### config.mk
export PLATFORM = sky130hd
export DESIGN_NAME = key_conditioner_flat
export DESIGN_NICKNAME = d
export VERILOG_FILES = /design/src/rtl/key_conditioner_pkg.sv /design/src/rtl/key_conditioner_if.sv /design/src/rtl/key_conditioner_channel.sv /design/src/rtl/key_conditioner.sv /design/src/flat_wrapper.sv
export SDC_FILE = /design/constraint.sdc
export NUM_CORES = 1
export LEC_CHECK = 0
export ABC_AREA = 1
export CAP_MARGIN = 5
export CORE_ASPECT_RATIO = 1.5
export CORE_MARGIN = 2
export CORE_UTILIZATION = 45
export DETAILED_ROUTE_END_ITERATION = 16
export PLACE_DENSITY = 0.62
export SYNTH_ARGS = -nofsm -noshare
export SYNTH_HDL_FRONTEND = slang
export SYNTH_SLANG_ARGS = --single-unit
### constraint.sdc
create_clock -name clock -period 1.7 [get_ports clock]
set_input_delay 0.17 -clock clock [delete_from_list [all_inputs] [get_ports clock]]
set_output_delay 0.17 -clock clock [all_outputs]
set_load 0.03 [all_outputs]
### src/rtl/key_conditioner_pkg.sv
// ---- key_conditioner_pkg : shared state type and counter sizing helper (rev 1.0) ----
`default_nettype none

package key_conditioner_pkg;

  typedef enum logic [2:0] {
    RELEASED     = 3'd0,
    PRESS_WAIT   = 3'd1,
    HELD         = 3'd2,
    REPEATING    = 3'd3,
    RELEASE_WAIT = 3'd4
  } key_state_t;

  // Width able to hold the largest terminal count of the three timers.
  function automatic int cnt_width(input int a, input int b, input int c);
    int m;
    m = a;
    if (b > m) m = b;
    if (c > m) m = c;
    return $clog2(m + 1);
  endfunction

endpackage

`default_nettype wire

### src/rtl/key_conditioner_if.sv
// ---- key_conditioner_if : key pins in, conditioned key events out (rev 1.0) ----
`default_nettype none

interface key_conditioner_if #(
  parameter int N_KEYS = 4
);
  logic [N_KEYS-1:0] i_key_in;
  logic [N_KEYS-1:0] o_level;
  logic [N_KEYS-1:0] o_press;
  logic [N_KEYS-1:0] o_release;
  logic [N_KEYS-1:0] o_strobe;

  modport master (
    output i_key_in,
    input  o_level, o_press, o_release, o_strobe
  );

  modport slave (
    input  i_key_in,
    output o_level, o_press, o_release, o_strobe
  );
endinterface

`default_nettype wire

### src/rtl/key_conditioner_channel.sv
// ---- key_channel : synchroniser, debounce FSM and auto-repeat for one key (rev 1.0) ----
`default_nettype none

module key_channel
  import key_conditioner_pkg::*;
#(
  parameter bit KEY_ACTIVE_LOW  = 1'b1,
  parameter int SYNC_STAGES     = 2,
  parameter int DEBOUNCE_CYCLES = 250000,
  parameter int REPEAT_DELAY    = 12500000,
  parameter int REPEAT_PERIOD   = 2500000,
  parameter bit REPEAT_EN       = 1'b1
) (
  input  logic clock,
  input  logic reset_n,
  input  logic i_pin,
  output logic o_level,
  output logic o_press,
  output logic o_release,
  output logic o_strobe
);

  localparam int c_CW = cnt_width(DEBOUNCE_CYCLES, REPEAT_DELAY, REPEAT_PERIOD);
  localparam logic [c_CW-1:0] c_DEB_LAST = c_CW'(DEBOUNCE_CYCLES - 1);
  localparam logic [c_CW-1:0] c_RD_LAST  = c_CW'(REPEAT_DELAY - 1);
  localparam logic [c_CW-1:0] c_RP_LAST  = c_CW'(REPEAT_PERIOD - 1);

  logic [SYNC_STAGES-1:0] r_sync;
  logic                   r_k;
  key_state_t             r_state, w_state_nxt;
  logic [c_CW-1:0]        r_cnt, w_cnt_nxt;
  logic                   w_press_nxt, w_release_nxt, w_strobe_nxt, w_level_nxt;

  // r_k re-times the pressed flag so the FSM sees a clean registered sample.
  always_ff @(posedge clock or negedge reset_n) begin
    if (!reset_n) begin
      r_sync    <= {SYNC_STAGES{KEY_ACTIVE_LOW}};
      r_k       <= 1'b0;
      r_state   <= RELEASED;
      r_cnt     <= '0;
      o_level   <= 1'b0;
      o_press   <= 1'b0;
      o_release <= 1'b0;
      o_strobe  <= 1'b0;
    end else begin
      r_sync    <= {r_sync[SYNC_STAGES-2:0], i_pin};
      r_k       <= r_sync[SYNC_STAGES-1] ^ KEY_ACTIVE_LOW;
      r_state   <= w_state_nxt;
      r_cnt     <= w_cnt_nxt;
      o_level   <= w_level_nxt;
      o_press   <= w_press_nxt;
      o_release <= w_release_nxt;
      o_strobe  <= w_strobe_nxt;
    end
  end

  always_comb begin
    w_state_nxt   = r_state;
    w_cnt_nxt     = r_cnt;
    w_press_nxt   = 1'b0;
    w_release_nxt = 1'b0;
    w_strobe_nxt  = 1'b0;
    case (r_state)
      RELEASED: begin
        if (r_k) begin
          w_state_nxt = PRESS_WAIT;
          w_cnt_nxt   = '0;
        end
      end
      PRESS_WAIT: begin
        if (!r_k) begin
          w_state_nxt = RELEASED;
          w_cnt_nxt   = '0;
        end else if (r_cnt == c_DEB_LAST) begin
          w_state_nxt  = HELD;
          w_cnt_nxt    = '0;
          w_press_nxt  = 1'b1;
          w_strobe_nxt = 1'b1;
        end else begin
          w_cnt_nxt = r_cnt + 1'b1;
        end
      end
      HELD: begin
        if (!r_k) begin
          w_state_nxt = RELEASE_WAIT;
          w_cnt_nxt   = '0;
        end else if (!REPEAT_EN) begin
          w_cnt_nxt = '0;
        end else if (r_cnt == c_RD_LAST) begin
          w_state_nxt  = REPEATING;
          w_cnt_nxt    = '0;
          w_strobe_nxt = 1'b1;
        end else begin
          w_cnt_nxt = r_cnt + 1'b1;
        end
      end
      REPEATING: begin
        if (!r_k) begin
          w_state_nxt = RELEASE_WAIT;
          w_cnt_nxt   = '0;
        end else if (r_cnt == c_RP_LAST) begin
          w_cnt_nxt    = '0;
          w_strobe_nxt = 1'b1;
        end else begin
          w_cnt_nxt = r_cnt + 1'b1;
        end
      end
      RELEASE_WAIT: begin
        // A bounce back to pressed returns to HELD and restarts the repeat delay.
        if (r_k) begin
          w_state_nxt = HELD;
          w_cnt_nxt   = '0;
        end else if (r_cnt == c_DEB_LAST) begin
          w_state_nxt   = RELEASED;
          w_cnt_nxt     = '0;
          w_release_nxt = 1'b1;
        end else begin
          w_cnt_nxt = r_cnt + 1'b1;
        end
      end
      default: begin
        w_state_nxt = RELEASED;
        w_cnt_nxt   = '0;
      end
    endcase
    w_level_nxt = (w_state_nxt == HELD) || (w_state_nxt == REPEATING) ||
                  (w_state_nxt == RELEASE_WAIT);
  end

endmodule

`default_nettype wire

### src/rtl/key_conditioner.sv
// ---- key_conditioner : N independent key channels behind one interface (rev 1.0) ----
`default_nettype none

module key_conditioner
  import key_conditioner_pkg::*;
#(
  parameter int              N_KEYS          = 4,
  parameter bit              KEY_ACTIVE_LOW  = 1'b1,
  parameter int              SYNC_STAGES     = 2,
  parameter int              DEBOUNCE_CYCLES = 250000,
  parameter int              REPEAT_DELAY    = 12500000,
  parameter int              REPEAT_PERIOD   = 2500000,
  parameter logic [N_KEYS-1:0] REPEAT_MASK   = {N_KEYS{1'b1}}
) (
  input  logic             clock,
  input  logic             reset_n,
  key_conditioner_if.slave bus
);

  if (SYNC_STAGES < 2) begin : g_chk_sync
    $error("key_conditioner: SYNC_STAGES must be >= 2");
  end
  if (DEBOUNCE_CYCLES < 1) begin : g_chk_deb
    $error("key_conditioner: DEBOUNCE_CYCLES must be >= 1");
  end
  if (REPEAT_DELAY < 1) begin : g_chk_rd
    $error("key_conditioner: REPEAT_DELAY must be >= 1");
  end
  if (REPEAT_PERIOD < 1) begin : g_chk_rp
    $error("key_conditioner: REPEAT_PERIOD must be >= 1");
  end

  logic [N_KEYS-1:0] w_level, w_press, w_release, w_strobe;

  for (genvar i = 0; i < N_KEYS; i++) begin : g_ch
    key_channel #(
      .KEY_ACTIVE_LOW  (KEY_ACTIVE_LOW),
      .SYNC_STAGES     (SYNC_STAGES),
      .DEBOUNCE_CYCLES (DEBOUNCE_CYCLES),
      .REPEAT_DELAY    (REPEAT_DELAY),
      .REPEAT_PERIOD   (REPEAT_PERIOD),
      .REPEAT_EN       (REPEAT_MASK[i])
    ) u_ch (
      .clock     (clock),
      .reset_n   (reset_n),
      .i_pin     (bus.i_key_in[i]),
      .o_level   (w_level[i]),
      .o_press   (w_press[i]),
      .o_release (w_release[i]),
      .o_strobe  (w_strobe[i])
    );
  end

  assign bus.o_level   = w_level;
  assign bus.o_press   = w_press;
  assign bus.o_release = w_release;
  assign bus.o_strobe  = w_strobe;

endmodule

`default_nettype wire

### src/flat_wrapper.sv
// flat-port wrapper written by rule: the top's interface ports become plain ports
module key_conditioner_flat import key_conditioner_pkg::*;
#(
  parameter int              N_KEYS          = 4,
  parameter bit              KEY_ACTIVE_LOW  = 1'b1,
  parameter int              SYNC_STAGES     = 2,
  parameter int              DEBOUNCE_CYCLES = 250000,
  parameter int              REPEAT_DELAY    = 12500000,
  parameter int              REPEAT_PERIOD   = 2500000,
  parameter logic [N_KEYS-1:0] REPEAT_MASK   = {N_KEYS{1'b1}}
)
  (clock, reset_n, bus_i_key_in, bus_o_level, bus_o_press, bus_o_release, bus_o_strobe);
  key_conditioner_if #(.N_KEYS(N_KEYS)) bus_i ();
  input  logic clock;
  input  logic reset_n;
  input wire logic [$bits(bus_i.i_key_in)-1:0] bus_i_key_in;
  output wire logic [$bits(bus_i.o_level)-1:0] bus_o_level;
  output wire logic [$bits(bus_i.o_press)-1:0] bus_o_press;
  output wire logic [$bits(bus_i.o_release)-1:0] bus_o_release;
  output wire logic [$bits(bus_i.o_strobe)-1:0] bus_o_strobe;
  assign bus_i.i_key_in = bus_i_key_in;
  assign bus_o_level = bus_i.o_level;
  assign bus_o_press = bus_i.o_press;
  assign bus_o_release = bus_i.o_release;
  assign bus_o_strobe = bus_i.o_strobe;
  key_conditioner #(.N_KEYS(N_KEYS), .KEY_ACTIVE_LOW(KEY_ACTIVE_LOW), .SYNC_STAGES(SYNC_STAGES), .DEBOUNCE_CYCLES(DEBOUNCE_CYCLES), .REPEAT_DELAY(REPEAT_DELAY), .REPEAT_PERIOD(REPEAT_PERIOD), .REPEAT_MASK(REPEAT_MASK)) u_core (.clock(clock), .reset_n(reset_n), .bus(bus_i));
endmodule
### After elaboration in Yosys (flattened, before gate mapping)

Index checks and enable logic that the tools add are counted.
W data, S select, Z words.

| storage, ports and cells | value |
|---|---|
| register bits | 136 |
| latch bits | 0 |
| bits in writable memories | 0 |
| ROM bits | 0 |
| bits of input ports | 6 |
| output and inout port bits | 16 |
| logic and storage cells | 208 |
| memories kept | 0 |

| operators by class | value |
|---|---|
| add/subtract/negate cells | 4 |
| $mul | 0 |
| div/mod/pow operators | 0 |
| $lt $le $gt $ge | 0 |
| eq/ne operators | 44 |
| shift-type cells | 0 |
| muxes and demuxes | 112 |
| bitwise gates (word level) | 4 |
| reductions and logical operators | 12 |

Operators with widths:

| kind | count |
|---|---|
| $mux W24 | 32 |
| $pmux W24 S5 | 4 |
| $add A24 B1 Y24 const B | 4 |
| $eq A24 B18 Y1 const B | 4 |
| $eq A24 B22 Y1 const B | 4 |
| $eq A24 B24 Y1 const B | 4 |
| $mux W3 | 32 |
| $pmux W3 S5 | 4 |
| $eq A3 B2 Y1 const B | 16 |
| $mux W1 | 36 |
| $eq A3 B3 Y1 const B | 8 |
| $eq A3 B1 Y1 const B | 4 |
| $logic_not A3 Y1 | 4 |
| $pmux W1 S3 | 4 |
| $logic_or A1 B1 Y1 | 8 |
| $ne A2 B2 Y1 const B | 4 |
| $not A1 Y1 | 4 |

### Logic depth before layout (Yosys ltp)

Gate-level depths: netlist of the first run.

| depth | value |
|---|---|
| word-level depth | 7 |
| mapped depth | 13 |
| depth with buffers taken out | 11 |

### Hierarchy

Synthesis of the first run repeated with hierarchy kept, for this count alone.

| unflattened totals | value |
|---|---|
| cells, all modules | 1696 |
| area total of the unflattened synthesis | 10617.7 um^2 |

Modules (own cells, without submodules):

| module | times used | cells each | area an instance (um^2) | seq. area each (um^2) |
|---|---|---|---|---|
| key_channel (u_core.g_ch[0].u_ch ...) | 2 | 443 | 2728.9 | 853.3 |
| key_channel (u_core.g_ch[2].u_ch) | 1 | 435 | 2683.8 | 853.3 |
| key_channel (u_core.g_ch[3].u_ch) | 1 | 375 | 2476.1 | 853.3 |

### Worst setup path before layout of the first run

Ideal clock, no wire load.

| path | value |
|---|---|
| path kind | flip-flop to flip-flop |
| start point | reg u_core.g_ch[3].u_ch.r_cnt[0] |
| end point | reg u_core.g_ch[3].u_ch.r_cnt[17] |
| setup time | 0.121 ns |
| data arrival time | 1.591 ns |
| required time | 1.579 ns |
| setup slack | -0.012 ns |
| stages on the path, launching flop included | 12 |
| buffers on the path | 1 |
| period minus slack after synthesis | 1.712 ns |
| path through | dfrtp_1 > ha_1 > inv_1 > nor2_4 > inv_2 > nor2_4 > nand3_1 > nand2_1 > nand3_4 > nor2_4 > buf_8 > nor2_2 |

| on the way | value |
|---|---|
| word-level cells in the longest chain between the ends | 4 |
| elaborated cells between the ends (all ways) | 12 |
| classes of those cells | add/sub: 1; eq/ne: 3; mux: 8 |

Ends and longest elaborated chain:

| what | line | source |
|---|---|---|
| from (decl) | key_conditioner_channel.sv:31 | `logic [c_CW-1:0] r_cnt, w_cnt_nxt;` |
| from (signal assigned) | key_conditioner_channel.sv:49 | `r_cnt <= w_cnt_nxt;` |
| $add A24 B1 Y24, or another cell as far along | - |  |
| $mux W24, on equally long branches (2 in a row) | - |  |
| $pmux W24 S5 * | key_conditioner_channel.sv:63 | `case (r_state)` |

Every way passes the cells marked *; elsewhere a longest branch is shown, timed or not.
A chain may end at the register's enable or synchronous reset.

### Worst setup path in the final report of the first run

| path | value |
|---|---|
| start point | reg u_core.g_ch[3].u_ch.r_cnt[4] |
| end point | reg u_core.g_ch[3].u_ch.r_cnt[16] |

The elaborated chain is that of the path after synthesis.

==> results of run 1 <==
## metal layers
metal	track usage (%)	vias up	wire length (um)
met1	31.6	5114	12200
met2	48.7	378	16400
met5	0	-	0
li1	-	5266	-
met4	15.0	0	1590
met3	4.16	131	1270
## report_power, final
group | internal [mW] | switching (mW) | total (mW)
Sequential | 3.30 | 0.0629 | 3.36
Clock | 2.10 | 1.79 | 3.89
Combinational | 0.317 | 0.523 | 0.841
## area by class of cell
type | count | area, sq um
flip-flops and latches | 136 | 3460
multi-input cells | 1108 | 6170
fillers | 1858 | 7550
inverters | 183 | 696
repair buffers | 277 | 2240
well taps | 268 | 335
clock inverters | 15 | 181
clock buffers | 17 | 425
## timing repair
item	4_1_cts	5_1_grt
gates cloned	2	0
endpoints found under the hold margin	128	0
setup buffers	7	20
resized for setup	40	264
pin swaps	14	79
setup endpoints to repair	85	106
hold buffers	1	0
## per-stage QoR
step | TNS (ns) | utilization (%) | area, sq um | worst slack, ns | hold WS, ns
floorplan | 0 | - | 9700 | 0.000867 | -0.126
global placement | -3.11 | 55.5 | 11700 | -0.130 | 0.0693
detailed placement | -6.14 | 55.5 | 11700 | -0.171 | 0.0695
CTS | -0.0202 | 59.4 | 12500 | -0.0132 | 0.123
global route | -5.24 | 64.2 | 13500 | -0.139 | 0.138
finish | -0.840 | 64.2 | 13500 | -0.0837 | 0.136
## path summary, 6_finish.rpt
path / endpoint / cells past startpoint
max: u_core.g_ch[3].u_ch.r_cnt[16] / 10
min: u_core.g_ch[2].u_ch.r_sync[0] / 1
max reg2reg: u_core.g_ch[3].u_ch.r_cnt[16] / 10
min reg2reg: u_core.g_ch[3].u_ch.r_sync[1] / 0
max in group asynchronous: u_core.g_ch[1].u_ch.r_sync[0] / 3
min in group asynchronous: u_core.g_ch[0].u_ch.r_cnt[22] / 2
## sequential cells by signal, summed over array words and instances, names as in the netlist
signal	cells
u_core.g_ch.u_ch.r_cnt	96
u_core.g_ch.u_ch.r_state	12
u_core.g_ch.u_ch.r_sync	8
u_core.g_ch.u_ch.o_level	4
u_core.g_ch.u_ch.o_press	4
u_core.g_ch.u_ch.o_release	4
u_core.g_ch.u_ch.o_strobe	4
u_core.g_ch.u_ch.r_k	4
## cells in the final DEF, fill, tap and decap left out, drive strengths merged, types with 10 or more instances in the layout
master,instances
a21oi,27
nand2,354
clkdlybuf4s50,20
o21ai,52
nor2,325
clkbuf,17
inv,188
nand3,152
xor2,20
nand4,78
buf,256
nor4,10
nor3,51
dfrtp,128
## cells by family after synthesis
family,synth area share (%)
compound gates,5.87
flops,35.2
simple gates,46.1
xor+xnor,2.08
buf+inv,10.3
fa+ha+maj,0.516
==> summary.md, run 1 <==
| Metric | Value |
|---|---|
| Status | complete, but fails checks |
| Violated checks | setup timing |
| Starting Density | between 40 and 50% |
| Initial antenna violation count | 0 |
| Initial DRC count | between 700 and 800 |
| Detailed placement HPWL | 23200 um |
| RSZ-0062 raised after global routing | true |
| Async SR Flop Fraction | 100% |
| Mean Syn Cell Area | ~6.6 sq um |
| Peak supply drop | 0.763 mV |
| CTS tree | built |
| Share of layout cells above drive strength 1 | between 30% and 40% |
| Site Rows | 65 |
| Final min period | between 1.5 and 2 ns |
| Setup-failing EPs final | 15 |
| CP cell instances | inv_2 > buf_6 > nand4_1 > nor2_1 > nand3b_1 > nand2_2 > nand3_4 > nor2_4 > buf_8 > nor2_2 |
| GRT Overall Usage | between 20% and 30% |
| CP Buf/Inv Count | 3 |
| Final Instance Count excl. Fillers | roughly 2000 |
| Layout area overhead | 39.4% |
| Mapped Cells | between 1000 and 1500 |
| Slowest CP cell | dfrtp_2 |
| Setup WS post-layout | -0.0837 ns |
| Critical path's top delay family | simple AND/OR/NAND/NOR gates |
| Class of the tightest hold or removal check | input pin to flip-flop |
| Kind of critical path | flip-flop to flip-flop |
| Vias per inst | 5.43 |
| Inst Count DP | roughly 1900 |
| Worst R2R Start | u_core.g_ch[3].u_ch.r_cnt[4] |
| CTS Buf Count | 17 |
| # clock sinks | approximately 140 |
| Share of the synthesized area in the top cell type | between 30% and 40% |
| DRC viols | 0 |
| Total power divided by cell area | around 600 mW/mm^2 |
| Largest area contributor in the netlist | dfrtp_1 |
| Syn Nets | approximately 1500 |
| Period utilization | 105% |
| CTS max path bufs | 2 |
| Placer congestion estimate | around 0.96 |
| Final wirelength | 31400 um |
| Final nets | roughly 1700 |
| Slowest stage delay, CP | 0.46 ns |
| Area contributors post-synth | dfrtp_1, nand2_1, nor2_1, nand3_1, inv_1 |
| Pleak | ~6 nW |
| First-pass DRT Iterations | 5 |
| Pwr Total | between 8 and 9 mW |
| Max H-tree Level | 4 |
| Largest net degree at the start of global routing | 44 |
| Top post-synthesis cells by count | nand2_1, nor2_1, inv_1 |
| Final Skew | approximately 0.01 ns |
| ANT nets after route | 0 |
| EDFF count, synth | 0 |
| CTS clk-pin slew, worst paths | around 0.070 ns |
| Grt ovf | 0 |
| Per-cell routed wire length | 15.7 um |
| Seq/Total Area, Yosys | between 30% and 40% |
| WP data required | between 2 and 2.5 ns |
| First-pass GRT wire length | between 40000 and 50000 um |
| Synth cell types | 53 |
| Worst-Margin Slew | between 0.3 and 0.4 ns |
| Hold wc startpoint | bus_i_key_in[2] |
| Root buf cell | clkbuf_16 |
| Worst-Skew Late Latency | ~0.44 ns |
| Vias | approximately 11000 |
| Most frequent cell after synthesis | nand2_1 |
| Max FO, Critical Path | 7 |
| Rel. slew slack | 73.6% |
| # port buffers | 21 |
| IO Pins | 22 |
| Vias in the first global route | ~11000 |
| CP arrival | 2.11 ns |
| Setup crit end kind | flip-flop |
| Max-cap violations | 0 |
| Die width | approximately 120 um |
| Synth Register Bits | about 140 |
| Reg-to-reg setup timing slack | -0.08 ns |
| Antenna Cells | 0 |
| Final Slew Violations | 0 |
| Final Hold Fails | 0 |
| Post-synth top flop | dfrtp_1 |
| DIE AREA | between 0.02 and 0.025 sq mm |
| Synth Warn # | 0 |
| Crit path from | u_core.g_ch[3].u_ch.r_cnt[4] |
| Die Y | 184 um |
| Fmax | 561 MHz |
| CORE AREA | between 0.02 and 0.025 sq mm |
| Mapped Area | between 0.009 and 0.01 sq mm |
| Startpoint Class | flip-flop |
Power figures use the tool's default switching activity.
==> run 2: changes to the inputs <==
GPL_ROUTABILITY_DRIVEN = 0   (was default)
==> summary.md, run 2 (synthesis gave the netlist of run 1 again) <==
| Metric | Value |
|---|---|
| Final Skew | 0.0106 ns (+0.000738 ns) |
| Die Y | 184 um (unchanged) |
| Setup crit end kind | flip-flop |
| Setup WS post-layout | -0.0337 ns (+0.0501 ns) |
| Max Used Layer | met4 |
| # fillers | 1805 (-2.9%) |
| Biggest register | u_core.g_ch.u_ch.r_cnt |
| First-pass DRT Iterations | 5 (unchanged) |
| Detailed placement HPWL | 22900 um (-1.5%) |
| Class of the tightest hold or removal check | input pin to flip-flop |
| GRT Overall Usage | 27.7% (about the same) |
| Max FO, Critical Path | 6 (-1) |
| Site Rows | 65 (unchanged) |
| Status | complete, but fails checks |
| Met2 wire len | 16600 um (+1.1%) |
| # port buffers | 21 (unchanged) |
| Fmax | 577 MHz (+2.9%) |
| DRC viols | 0 (unchanged) |
| RSZ-0062 raised after global routing | true |
| # clock sinks | 136 (unchanged) |
| Antenna Cells | 0 (unchanged) |
| Initial antenna violation count | 0 (unchanged) |
| Share of layout cells above drive strength 1 | 35.6% (+1.4 points) |
| Final wirelength | 31900 um (+1.5%) |
| Initial DRC count | 755 (+7.4%) |
| Finished Cell Area | 0.0136 sq mm (+0.68%) |
| Final nets | 1730 (-0.17%) |
| Final Hold Fails | 0 (unchanged) |
| Kind of critical path | flip-flop to flip-flop |
| Worst-Margin Slew | 0.393 ns (-0.00185 ns) |
| Layout area overhead | 40.3% |
| CTS Buf Count | 17 (unchanged) |
| Most frequent cells in the layout | nand2_1, buf_4, nor2_1 |
| Vias | 11000 (+0.88%) |
| Seq. cell area | 0.00346 sq mm (-0.11%) |
| Per-cell routed wire length | 16.0 um (+1.7%) |
| Total power divided by cell area | 603 mW/mm^2 (+0.58%) |
| Metal-1 WL | 12100 um (-1.0%) |
| Vias in the first global route | 10400 (-1.8%) |
| CORE AREA | 0.0211 sq mm (unchanged) |
| Final Slew Violations | 0 (unchanged) |
| Final Instance Count excl. Fillers | 2001 (-0.15%) |
| Root buf cell | clkbuf_16 |
| Routed met3 length | 1320 um (+4.0%) |
| DIE AREA | 0.0228 sq mm (unchanged) |
| Violated checks | setup timing |
| Rel. slew slack | 73.4% (-0.13 points) |
| Vias per inst | 5.49 (+1.0%) |
| CTS tree | built |
| Period utilization | 102% (-2.9 points) |
| Die width | 124 um (unchanged) |
| WP data required | 2.02 ns (about the same) |
| Max H-tree Level | 4 (unchanged) |
| ANT nets after route | 0 (unchanged) |
| Largest net degree at the start of global routing | 52 (+18%) |
| CTS clk-pin slew, worst paths | 0.07 ns (about the same) |
| Final min period | 1.73 ns (-0.0501 ns) |
| First-pass GRT wire length | 49600 um (-0.64%) |
| Commonest non-fill, non-tap cell in the layout | nand2_1 |
| Pleak | 6.06 nW (+0.40%) |
| IO Pins | 22 (unchanged) |
| Grt ovf | 0 (unchanged) |
| Worst-Skew Late Latency | 0.44 ns (about the same) |
| Number of flip-flops in the largest register | 96 (unchanged) |
| Area post-placement | 0.0116 sq mm (-0.47%) |
| CTS max path bufs | 2 (unchanged) |
| Largest registers | u_core.g_ch.u_ch.r_cnt: 96 flops, u_core.g_ch.u_ch.r_state: 12 flops, u_core.g_ch.u_ch.r_sync: 8 flops |
| Multi-input combinational cell area | 0.00629 sq mm (+1.9%) |
| Peak supply drop | 0.750 mV (-1.7%) |
| Startpoint Class | flip-flop |
| Inst Count DP | 1933 (-0.46%) |
| Max-cap violations | 0 (unchanged) |
| Starting Density | 46.0% (unchanged) |
| Setup-failing EPs final | 8 (-7) |
| CP arrival | 2.05 ns (-0.06 ns) |
==> run 2: what timing repair did <==
item,4_1_cts,5_1_grt
cloned,2,1
endpoints found under the setup margin,85,105
hold endpoints to repair,128,0
pin swaps,9,84
hold buffers,1,0
buffers inserted,5,28
gates resized for setup,50,285
==> run 2: power breakdown <==
group	internal, mW	total [mW]	leakage [nW]	switching (mW)
Sequential	3.30	3.37	1.79	0.0671
Combinational	0.322	0.856	3.96	0.534
Clock	2.25	3.98	0.307	1.72
==> run 2: routing by layer <==
layer  up-vias  GRT usage, %
met1      5177          31.3
met4         0          15.7
met5         -             0
met2       388          48.6
li1       5269             -
met3       151          4.44
==> run 2: worst max-delay path: stages, from the launching register on <==
cell and delay, ns:
dfrtp_1 0.42, ha_4 0.20, nand3_4 0.16, nor3_2 0.26
nand2_2 0.12, nand2_4 0.16, nand3_4 0.16, inv_4 0.10
nor2_2 0.03
==> run 2: cell type report <==
class | count | area share (%)
Timing Repair Buffer | 273 | 16.2
Clock inverter | 15 | 1.44
Clock buffer | 17 | 3.13
Tap cell | 268 | 2.46
Inverter | 183 | 5.10
Multi-Input combinational cell | 1109 | 46.2
Sequential cell | 136 | 25.4
==> run 2: worst paths after layout <==
kind / start / end / slack (ns) / cells after the start
hold / removal: bus_i_key_in[2] / u_core.g_ch[2].u_ch.r_sync[0] / 0.14 / 1
setup reg to reg: u_core.g_ch[0].u_ch.r_cnt[1] / u_core.g_ch[0].u_ch.r_cnt[6] / -0.03 / 8
setup / recovery: u_core.g_ch[0].u_ch.r_cnt[1] / u_core.g_ch[0].u_ch.r_cnt[6] / -0.03 / 8
max in group asynchronous: reset_n / u_core.g_ch[1].u_ch.r_sync[0] / 0.95 / 3
hold reg to reg: u_core.g_ch[2].u_ch.r_sync[0] / u_core.g_ch[2].u_ch.r_sync[1] / 0.36 / 0
min in group asynchronous: reset_n / u_core.g_ch[0].u_ch.o_strobe / 0.15 / 2
==> run 2: through the flow <==
step	utilization [%]	setup TNS [ns]	power, mW	hold slack, ns	setup slack, ns
after floorplan	-	0	3.77	-0.126	0.000867
after global placement	55.2	-4.19	4.10	0.0454	-0.179
after detailed placement	55.2	-6.54	4.12	0.0481	-0.202
after CTS	59.2	-0.102	8.15	0.118	-0.0189
after global routing	64.6	-4.02	8.51	0.121	-0.146
final	64.6	-0.153	8.20	0.137	-0.0337
